[src/rtl/systolic_skew_feeder_pkg.sv]
// systolic_skew_feeder_pkg: sizes, FSM encoding and lane slicing shared by the
// systolic array edge stages (operand feeder and result drain).
package systolic_skew_feeder_pkg;
    localparam int N          = 4;
    localparam int DATA_WIDTH = 8;

    typedef enum logic [1:0] {LOAD, FEED, DRAIN} state_t;

    function automatic int lane_off(input int idx, input int width);
        return idx * width;
    endfunction
endpackage

[src/rtl/systolic_skew_feeder_if.sv]
// systolic_skew_feeder_if: load handshake from the operand source plus the
// skewed west/north edge buses and status toward the array.
interface systolic_skew_feeder_if #(
    parameter int N          = systolic_skew_feeder_pkg::N,
    parameter int DATA_WIDTH = systolic_skew_feeder_pkg::DATA_WIDTH
);
    logic                    in_valid;
    logic                    in_ready;
    logic [N*DATA_WIDTH-1:0] a_vec;
    logic [N*DATA_WIDTH-1:0] b_vec;
    logic [N*DATA_WIDTH-1:0] a_edge;
    logic [N*DATA_WIDTH-1:0] b_edge;
    logic                    busy;
    logic                    done;

    modport master (
        output in_valid, a_vec, b_vec,
        input  in_ready, a_edge, b_edge, busy, done
    );

    modport slave (
        input  in_valid, a_vec, b_vec,
        output in_ready, a_edge, b_edge, busy, done
    );
endinterface

[src/rtl/systolic_skew_feeder_skew_lane_sel.sv]
// skew_lane_sel: one lane of the skewed edge vector; emits element t-LANE of the
// lane's operand sequence while that index is in range, zero otherwise.
module skew_lane_sel #(
    parameter int N    = 4,
    parameter int DW   = 8,
    parameter int LANE = 0,
    parameter int TW   = 3
) (
    input  logic [TW-1:0]   t,
    input  logic [N*DW-1:0] seq,
    output logic [DW-1:0]   lane
);
    import systolic_skew_feeder_pkg::lane_off;

    always_comb begin
        lane = '0;
        for (int k = 0; k < N; k++)
            if (int'(t) == LANE + k) lane = seq[lane_off(k, DW) +: DW];
    end
endmodule

[src/rtl/systolic_skew_feeder.sv]
// systolic_skew_feeder: buffers one N x N A/B operand pair, then streams them into
// the array edges with per-lane skew so A[i][k] meets B[k][j] in PE(i,j).
module systolic_skew_feeder #(
    parameter int N            = systolic_skew_feeder_pkg::N,
    parameter int DATA_WIDTH   = systolic_skew_feeder_pkg::DATA_WIDTH,
    parameter int DRAIN_CYCLES = 2 * N
) (
    input logic                   clk,
    input logic                   reset,
    systolic_skew_feeder_if.slave bus
);
    import systolic_skew_feeder_pkg::state_t;
    import systolic_skew_feeder_pkg::LOAD;
    import systolic_skew_feeder_pkg::FEED;
    import systolic_skew_feeder_pkg::DRAIN;
    import systolic_skew_feeder_pkg::lane_off;

    localparam int VW  = N * DATA_WIDTH;
    localparam int BW  = $clog2(N);
    localparam int TW  = $clog2(2 * N);
    localparam int DCW = $clog2(DRAIN_CYCLES + 1);

    state_t           state_q, state_d;
    logic [BW-1:0]    beat_q, beat_d;
    logic [TW-1:0]    t_q, t_d;
    logic [DCW-1:0]   drain_q, drain_d;
    logic [VW-1:0]    a_buf_q [N];
    logic [VW-1:0]    a_buf_d [N];
    logic [VW-1:0]    b_buf_q [N];
    logic [VW-1:0]    b_buf_d [N];
    logic [VW-1:0]    a_edge_q, a_edge_d, b_edge_q, b_edge_d;
    logic             busy_q, busy_d, done_q, done_d;
    logic [VW-1:0]    a_sel, b_sel;

    // A is held row-wise and B column-wise, so each buffer entry is already one lane's sequence
    for (genvar g = 0; g < N; g++) begin : g_lane
        skew_lane_sel #(.N(N), .DW(DATA_WIDTH), .LANE(g), .TW(TW)) u_a (
            .t(t_q), .seq(a_buf_q[g]), .lane(a_sel[lane_off(g, DATA_WIDTH) +: DATA_WIDTH])
        );
        skew_lane_sel #(.N(N), .DW(DATA_WIDTH), .LANE(g), .TW(TW)) u_b (
            .t(t_q), .seq(b_buf_q[g]), .lane(b_sel[lane_off(g, DATA_WIDTH) +: DATA_WIDTH])
        );
    end

    assign bus.in_ready = (state_q == LOAD);
    assign bus.a_edge   = a_edge_q;
    assign bus.b_edge   = b_edge_q;
    assign bus.busy     = busy_q;
    assign bus.done     = done_q;

    always_comb begin
        state_d  = state_q;
        beat_d   = beat_q;
        t_d      = t_q;
        drain_d  = drain_q;
        a_buf_d  = a_buf_q;
        b_buf_d  = b_buf_q;
        a_edge_d = '0;
        b_edge_d = '0;
        done_d   = 1'b0;
        case (state_q)
            LOAD: if (bus.in_valid) begin
                a_buf_d[beat_q] = bus.a_vec;
                b_buf_d[beat_q] = bus.b_vec;
                beat_d = beat_q + 1'b1;
                if (beat_q == BW'(N - 1)) begin
                    state_d = FEED;
                    beat_d  = '0;
                    t_d     = '0;
                end
            end
            FEED: begin
                a_edge_d = a_sel;
                b_edge_d = b_sel;
                t_d      = t_q + 1'b1;
                if (t_q == TW'(2 * N - 2)) begin
                    state_d = DRAIN;
                    drain_d = '0;
                end
            end
            DRAIN: begin
                drain_d = drain_q + 1'b1;
                if (drain_q == DCW'(DRAIN_CYCLES - 1)) begin
                    state_d = LOAD;
                    done_d  = 1'b1;
                end
            end
            default: state_d = LOAD;
        endcase
        busy_d = (state_d != LOAD);
    end

    always_ff @(posedge clk or posedge reset) begin
        if (reset) begin
            state_q  <= LOAD;
            beat_q   <= '0;
            t_q      <= '0;
            drain_q  <= '0;
            a_edge_q <= '0;
            b_edge_q <= '0;
            busy_q   <= 1'b0;
            done_q   <= 1'b0;
            for (int r = 0; r < N; r++) begin
                a_buf_q[r] <= '0;
                b_buf_q[r] <= '0;
            end
        end else begin
            state_q  <= state_d;
            beat_q   <= beat_d;
            t_q      <= t_d;
            drain_q  <= drain_d;
            a_edge_q <= a_edge_d;
            b_edge_q <= b_edge_d;
            busy_q   <= busy_d;
            done_q   <= done_d;
            a_buf_q  <= a_buf_d;
            b_buf_q  <= b_buf_d;
        end
    end
endmodule

[src/flat_wrapper.sv]
// flat-port wrapper written by rule: the top's interface ports become plain ports
module systolic_skew_feeder_flat import systolic_skew_feeder_pkg::state_t; import systolic_skew_feeder_pkg::LOAD; import systolic_skew_feeder_pkg::FEED; import systolic_skew_feeder_pkg::DRAIN; import systolic_skew_feeder_pkg::lane_off;
#(
    parameter int N            = systolic_skew_feeder_pkg::N,
    parameter int DATA_WIDTH   = systolic_skew_feeder_pkg::DATA_WIDTH,
    parameter int DRAIN_CYCLES = 2 * N
)
  (clk, reset, bus_in_valid, bus_a_vec, bus_b_vec, bus_in_ready, bus_a_edge, bus_b_edge, bus_busy, bus_done);
  systolic_skew_feeder_if #(.N(N), .DATA_WIDTH(DATA_WIDTH)) bus_i ();
  input logic clk;
  input logic reset;
  input wire logic [$bits(bus_i.in_valid)-1:0] bus_in_valid;
  input wire logic [$bits(bus_i.a_vec)-1:0] bus_a_vec;
  input wire logic [$bits(bus_i.b_vec)-1:0] bus_b_vec;
  output wire logic [$bits(bus_i.in_ready)-1:0] bus_in_ready;
  output wire logic [$bits(bus_i.a_edge)-1:0] bus_a_edge;
  output wire logic [$bits(bus_i.b_edge)-1:0] bus_b_edge;
  output wire logic [$bits(bus_i.busy)-1:0] bus_busy;
  output wire logic [$bits(bus_i.done)-1:0] bus_done;
  assign bus_i.in_valid = bus_in_valid;
  assign bus_i.a_vec = bus_a_vec;
  assign bus_i.b_vec = bus_b_vec;
  assign bus_in_ready = bus_i.in_ready;
  assign bus_a_edge = bus_i.a_edge;
  assign bus_b_edge = bus_i.b_edge;
  assign bus_busy = bus_i.busy;
  assign bus_done = bus_i.done;
  systolic_skew_feeder #(.N(N), .DATA_WIDTH(DATA_WIDTH), .DRAIN_CYCLES(DRAIN_CYCLES)) u_core (.clk(clk), .reset(reset), .bus(bus_i));
endmodule
[config.mk]
export PLATFORM = sky130hd
export DESIGN_NAME = systolic_skew_feeder_flat
export DESIGN_NICKNAME = d
export VERILOG_FILES = /design/src/rtl/systolic_skew_feeder_pkg.sv /design/src/rtl/systolic_skew_feeder_if.sv /design/src/rtl/systolic_skew_feeder_skew_lane_sel.sv /design/src/rtl/systolic_skew_feeder.sv /design/src/flat_wrapper.sv
export SDC_FILE = /design/constraint.sdc
export NUM_CORES = 1
export LEC_CHECK = 0
export ABC_AREA = 1
export CELL_PAD_IN_SITES_DETAIL_PLACEMENT = 1
export CELL_PAD_IN_SITES_GLOBAL_PLACEMENT = 1
export CORE_MARGIN = 2
export CORE_UTILIZATION = 40
export CTS_CLUSTER_SIZE = 20
export DETAILED_ROUTE_END_ITERATION = 7
export HOLD_SLACK_MARGIN = 0.08
export PLACE_DENSITY_LB_ADDON = 0.1
export SLEW_MARGIN = 20
export SYNTH_ARGS = -nofsm -noshare
export SYNTH_HDL_FRONTEND = slang
export SYNTH_HIERARCHICAL = 1
export SYNTH_SLANG_ARGS = --single-unit
[constraint.sdc]
create_clock -name clk -period 12.2 [get_ports clk]
set_clock_uncertainty 0.05 [all_clocks]
set_input_delay 2.44 -clock clk [delete_from_list [all_inputs] [get_ports clk]]
set_output_delay 2.44 -clock clk [all_outputs]
set_load 0.03 [all_outputs]
* Word-level counts from Yosys, hierarchy flattened
Cells that the tools add are included.
** Word-level totals
- Flip-flop bits (word level) :: 333
- Input bits :: 67
- Output and inout bits :: 67
- Word-level logic and storage cells :: 96
** Cells by class
- $add $sub $neg :: 3
- $lt $le $gt $ge :: 2
- Equality and inequality tests :: 14
- Mux-type cells :: 51
- Bitwise gates (word level) :: 1
- Reductions and logical operators :: 9
** Operators with widths (number)
- 128-bit bitwise mux :: 2
- 8-bit two-way mux :: 32
- 32-bit two-way mux :: 3
- 32-bit demux with 2-bit select :: 1
- 3-bit equality test (second input constant) :: 5
- 2-bit two-way mux :: 5
- 4-bit one-hot mux with 2 select lines :: 1
- 3-bit by 2-bit equality test with 1-bit output (second input constant) :: 2
- 3-bit two-way mux :: 2
- 2-bit one-hot mux with 3 select lines :: 1
- 3-bit one-hot mux with 2 select lines :: 1
- 2-bit nonzero test :: 3
- 4-bit by 1-bit adder with 4-bit output (second input constant) :: 1
- 2-bit equality test (second input constant) :: 2
- 4-bit by 3-bit equality test with 1-bit output (second input constant) :: 1
- 4-bit two-way mux :: 1
- 2-bit by 1-bit inequality test with 1-bit output (second input constant) :: 2
- 2-bit AND reduction :: 2
- 3-bit by 1-bit adder with 3-bit output (second input constant) :: 1
- 3-bit greater-or-equal comparator (second input constant) :: 1
- 3-bit logical NOT :: 1
- 3-bit by 1-bit less-than comparator with 1-bit output (second input constant) :: 1
- 2-bit NOT with 3-bit output :: 1
- 3-bit AND reduction :: 1
- other kinds (6) :: 7

* Longest topological paths before layout
- Depth in word-level cells :: 6
- Depth in mapped cells :: 8
- Depth with buffers taken out :: 7

* Hierarchy
Netlist, hierarchy kept.
** By module, submodules not included
- systolic_skew_feeder :: instances 1, cells each 1171, area each 11952.7 µm², sequential area each 8333.0 µm²
- skew_lane_sel at u_core.g_lane[1].u_a ... :: instances 2, cells each 54, area each 351.6 µm², sequential area each 0.0 µm²
- skew_lane_sel at u_core.g_lane[3].u_a ... :: instances 2, cells each 51, area each 337.8 µm², sequential area each 0.0 µm²
- skew_lane_sel at u_core.g_lane[2].u_a ... :: instances 2, cells each 51, area each 329.1 µm², sequential area each 0.0 µm²
- skew_lane_sel at u_core.g_lane[0].u_a ... :: instances 2, cells each 50, area each 327.8 µm², sequential area each 0.0 µm²

* Least setup slack after synthesis
Ideal clock, no wire load.
- Path type :: input-to-reg
- From :: in bus_in_valid
- To :: reg u_core/a_buf_q[10] (netlist name)
- Setup time :: 0.130 ns
- Arrival time :: 3.061 ns
- Data required time :: 12.020 ns
- Setup slack :: 8.959 ns
- Stages on the path :: 6
- Path buffers :: 2
- Cells stage by stage :: nand2_1 inv_1 nand2_1 buf_2 clkbuf_1 o21ai_0
** Between the ends
- Word-level cells in the longest chain between the ends :: 1
** Ends and longest elaborated chain
- from (decl) :: line flat_wrapper.sv:12 : input wire logic [$bits(bus_i.in_valid)-1:0] bus_in_valid;
- 2-bit AND reduction (no source line)
- to (signal assigned) :: line systolic_skew_feeder.sv:116 : a_buf_q <= a_buf_d;
- to (decl) :: line systolic_skew_feeder.sv:27 : logic [VW-1:0] a_buf_q [N];
Every way passes these cells.
A chain may end at the register's enable or synchronous reset.

==> out/qor.yml <==
grtUsageTotal: 0.2430
placed_cell_area_um2: 15860
layout_commonest_cell: "dfrtp_1"
syn_area_per_cell_um2: 9.252
cts_resized: 0
area_delta_synth_final_pct: 17.04
diodes: 0
yosysWarnings: 6
htree_levels: 2
port_buffers: 133
synth.distinct_cells: 21
clk_pin_slew_ns: 0.05
dr.pass1.iters: 5
synth_nets: 1657
fin_area_um2: 17140
p_leak_uw: 0.007796
synth_area_leaders: "dfrtp_1 57%, nand4_1 10%, o21ai_0 8.9%, nand2_1 7.1%, inv_1 3.8%"
synthesis.area_um2: 14650
ys_ff_latch: 333
totalWireLength_mm: 45.59
post-cts-setup-buffer-count: 0
cts_tree: "done"
start_util: 0.4029
yosys.area.top_type_share: 0.5690
cp-start-kind: "input pin"
rsz0062_at_grt: "false"
via_count: 11800
netlist_instances: 1583
clk-insertion-delay-late_ns: 0.53
cts-buffers-inserted: 39
endpoint_kind: "asynchronous set/reset pin"
drt_iter0_drc: 696
setup_viol: 0
clockBufferDepth: 3
io_pins: 134
powerDensity_nw_per_um2: 271.8
overflow: 0
swShare: 0.4012
yosysTopAreaCell: "dfrtp_1"
hold_buffers: 0
grt_pass1_vias: 12110
die_x_um: 195.3
max_freq_mhz: 210.0
ys_seq_area_frac: 0.5690
criticalPathCategory: "in2async"
final_cell_mix: "330 x dfrtp_1, 274 x nand2_1, 259 x o21ai_0"
power_frac_comb: 0.338
crit_required_ns: 12.70
finalCriticalPeriod_ns: 4.761
hold_violations: 0
core_um2: 36350
fin_crit_sh: 0.3902
worstMarginPinSlew_ns: 1.011
critPathArrivalTime_ns: 5.26
wl_per_cell_um: 21.26
p_sw_uw: 1869
grt_pass1_wl_mm: 71.34
via_per_inst: 5.504
place_hpwl_mm: 28.09
ir_worst_vdd_mv: 0.1328
ant_nets: 0
drive_gt1_frac: 0.06146
dieHeight_um: 195.3
cts.sinks: 333
nets: 1725
drc: 0
setup-tns-final_ns: 0
hold_path.class: "reg2reg"
worstPathMaxFanout: 131
grt_max_degree: 132
antenna_found_initial: 0
die_area_um2: 38160
intPower_uw: 2790
fillers: 4162
max_slew_margin: 0.3261
std_cell_rows: 70
routabilityCongestion: 0.7923
ctsRootBufferMaster: "clkbuf_16"
drv_cap: 0
p_clk_frac: 0.248
status: "completed"
seq_power_share: 0.414
slew_viol_final: 0
-- path summary, 6_finish.rpt --
kind,start,slack [ns],depth (start not counted),end
setup / recovery,reset,7.44,4,u_core/bus.a_edge[3]$_DFF_PP0_
hold / removal,u_core/a_buf_q[99]$_DFFE_PP0P_,0.43,2,u_core/a_buf_q[99]$_DFFE_PP0P_
setup reg to reg,u_core/t_q[0]$_DFFE_PP0P_,9.26,7,u_core/bus.busy$_DFF_PP0_
hold reg to reg,u_core/a_buf_q[99]$_DFFE_PP0P_,0.43,2,u_core/a_buf_q[99]$_DFFE_PP0P_
max in group clk,u_core/state_q[0]$_DFF_PP0_,7.63,2,bus_in_ready
min in group asynchronous,reset,2.47,2,u_core/bus.a_edge[31]$_DFF_PP0_
-- state kept, by name (all words and copies together), names as in the netlist, 2 cells and up --
signal,cells
u_core/bus.b_edge,32
u_core/state_q,2
u_core/drain_q,4
u_core/beat_q,2
u_core/t_q,3
u_core/b_buf_q,128
u_core/a_buf_q,128
u_core/bus.a_edge,32
-- metrics by stage --
| step | cells | setup slack [ns] | power, µW | hold slack, ns | utilization |
|---|---|---|---|---|---|
| 4_1_cts | 2144 | 7.301 | 4709 | 0.4362 | 0.4711 |
| 6_report | 2144 | 7.439 | 4659 | 0.4324 | 0.4716 |
| 3_3_place_gp | 2078 | 6.733 | 3472 | 0.4159 | 0.4364 |
| 5_1_grt | 2144 | 6.972 | 4990 | 0.4510 | 0.4716 |
| 2_1_floorplan | 1583 | 0.4852 | 3039 | 0.4030 | - |
| 3_5_place_dp | 2078 | 6.737 | 3525 | 0.4232 | 0.4364 |
-- area by class of cell --
type / instances / area, µm² / area share
well taps: 468 / 585.6 / 0.03416
inverters: 165 / 641.9 / 0.03745
flip-flops and latches: 333 / 8344 / 0.4868
repair buffers: 144 / 1425 / 0.08314
multi-input cells: 968 / 4885 / 0.2850
clock buffers: 61 / 1181 / 0.06891
clock inverters: 5 / 78.83 / 0.004599
-- power by group through the flow --
stage / logic [µW] / registers, µW / clock network [µW]
2_1_floorplan: 1100 / 1940 / 0
3_3_place_gp: 1540 / 1930 / 0
3_5_place_dp: 1590 / 1940 / 0
4_1_cts: 1590 / 1930 / 1190
5_1_grt: 1770 / 1990 / 1230
6_report: 1570 / 1930 / 1150
-- layer usage --
| layer | global-route usage | part of all wire | up-vias |
|---|---|---|---|
| met1 | 0.3298 | 0.44 | 5876 |
| li1 | - | - | 5518 |
| met3 | 0.03299 | 0.049 | 77 |
| met2 | 0.3979 | 0.48 | 330 |
| met5 | 0 | 0 | - |
| met4 | 0.09217 | 0.035 | 0 |
-- worst max-delay path, cell delays in order --
cell and delay (ns):
clkdlybuf4s50_1 0.49, inv_8 0.66, buf_4 0.79, buf_4 0.77
-- cells by family (layout without fill, tap and decap cells) --
family | after synthesis | in the layout | share of synthesized area
AOI/OAI and AO/OA | 263 | 263 | 0.09005
adders and majority gates | 7 | 7 | 0.005980
buffers and inverters | 282 | 375 | 0.1013
DFF | 333 | 333 | 0.5690
and+or+nand+nor | 698 | 698 | 0.2337
-- synth_stat cells --
| master | number |
|---|---|
| ha_1 | 7 |
| clkbuf_4 | 2 |
| o21bai_1 | 1 |
| nor2_1 | 78 |
| a21oi_1 | 3 |
| dfrtp_1 | 333 |
| clkbuf_2 | 3 |
| inv_6 | 2 |
| o21ai_0 | 259 |
| nand2_1 | 276 |
| inv_1 | 149 |
| nand4_1 | 240 |
| buf_6 | 42 |
| clkbuf_1 | 23 |
| buf_2 | 37 |
| nor2_4 | 11 |
| inv_2 | 12 |
| buf_4 | 10 |
| inv_4 | 2 |
| or2_2 | 2 |
| nand3_1 | 91 |
Note: power is estimated with default switching activity, not from simulation.
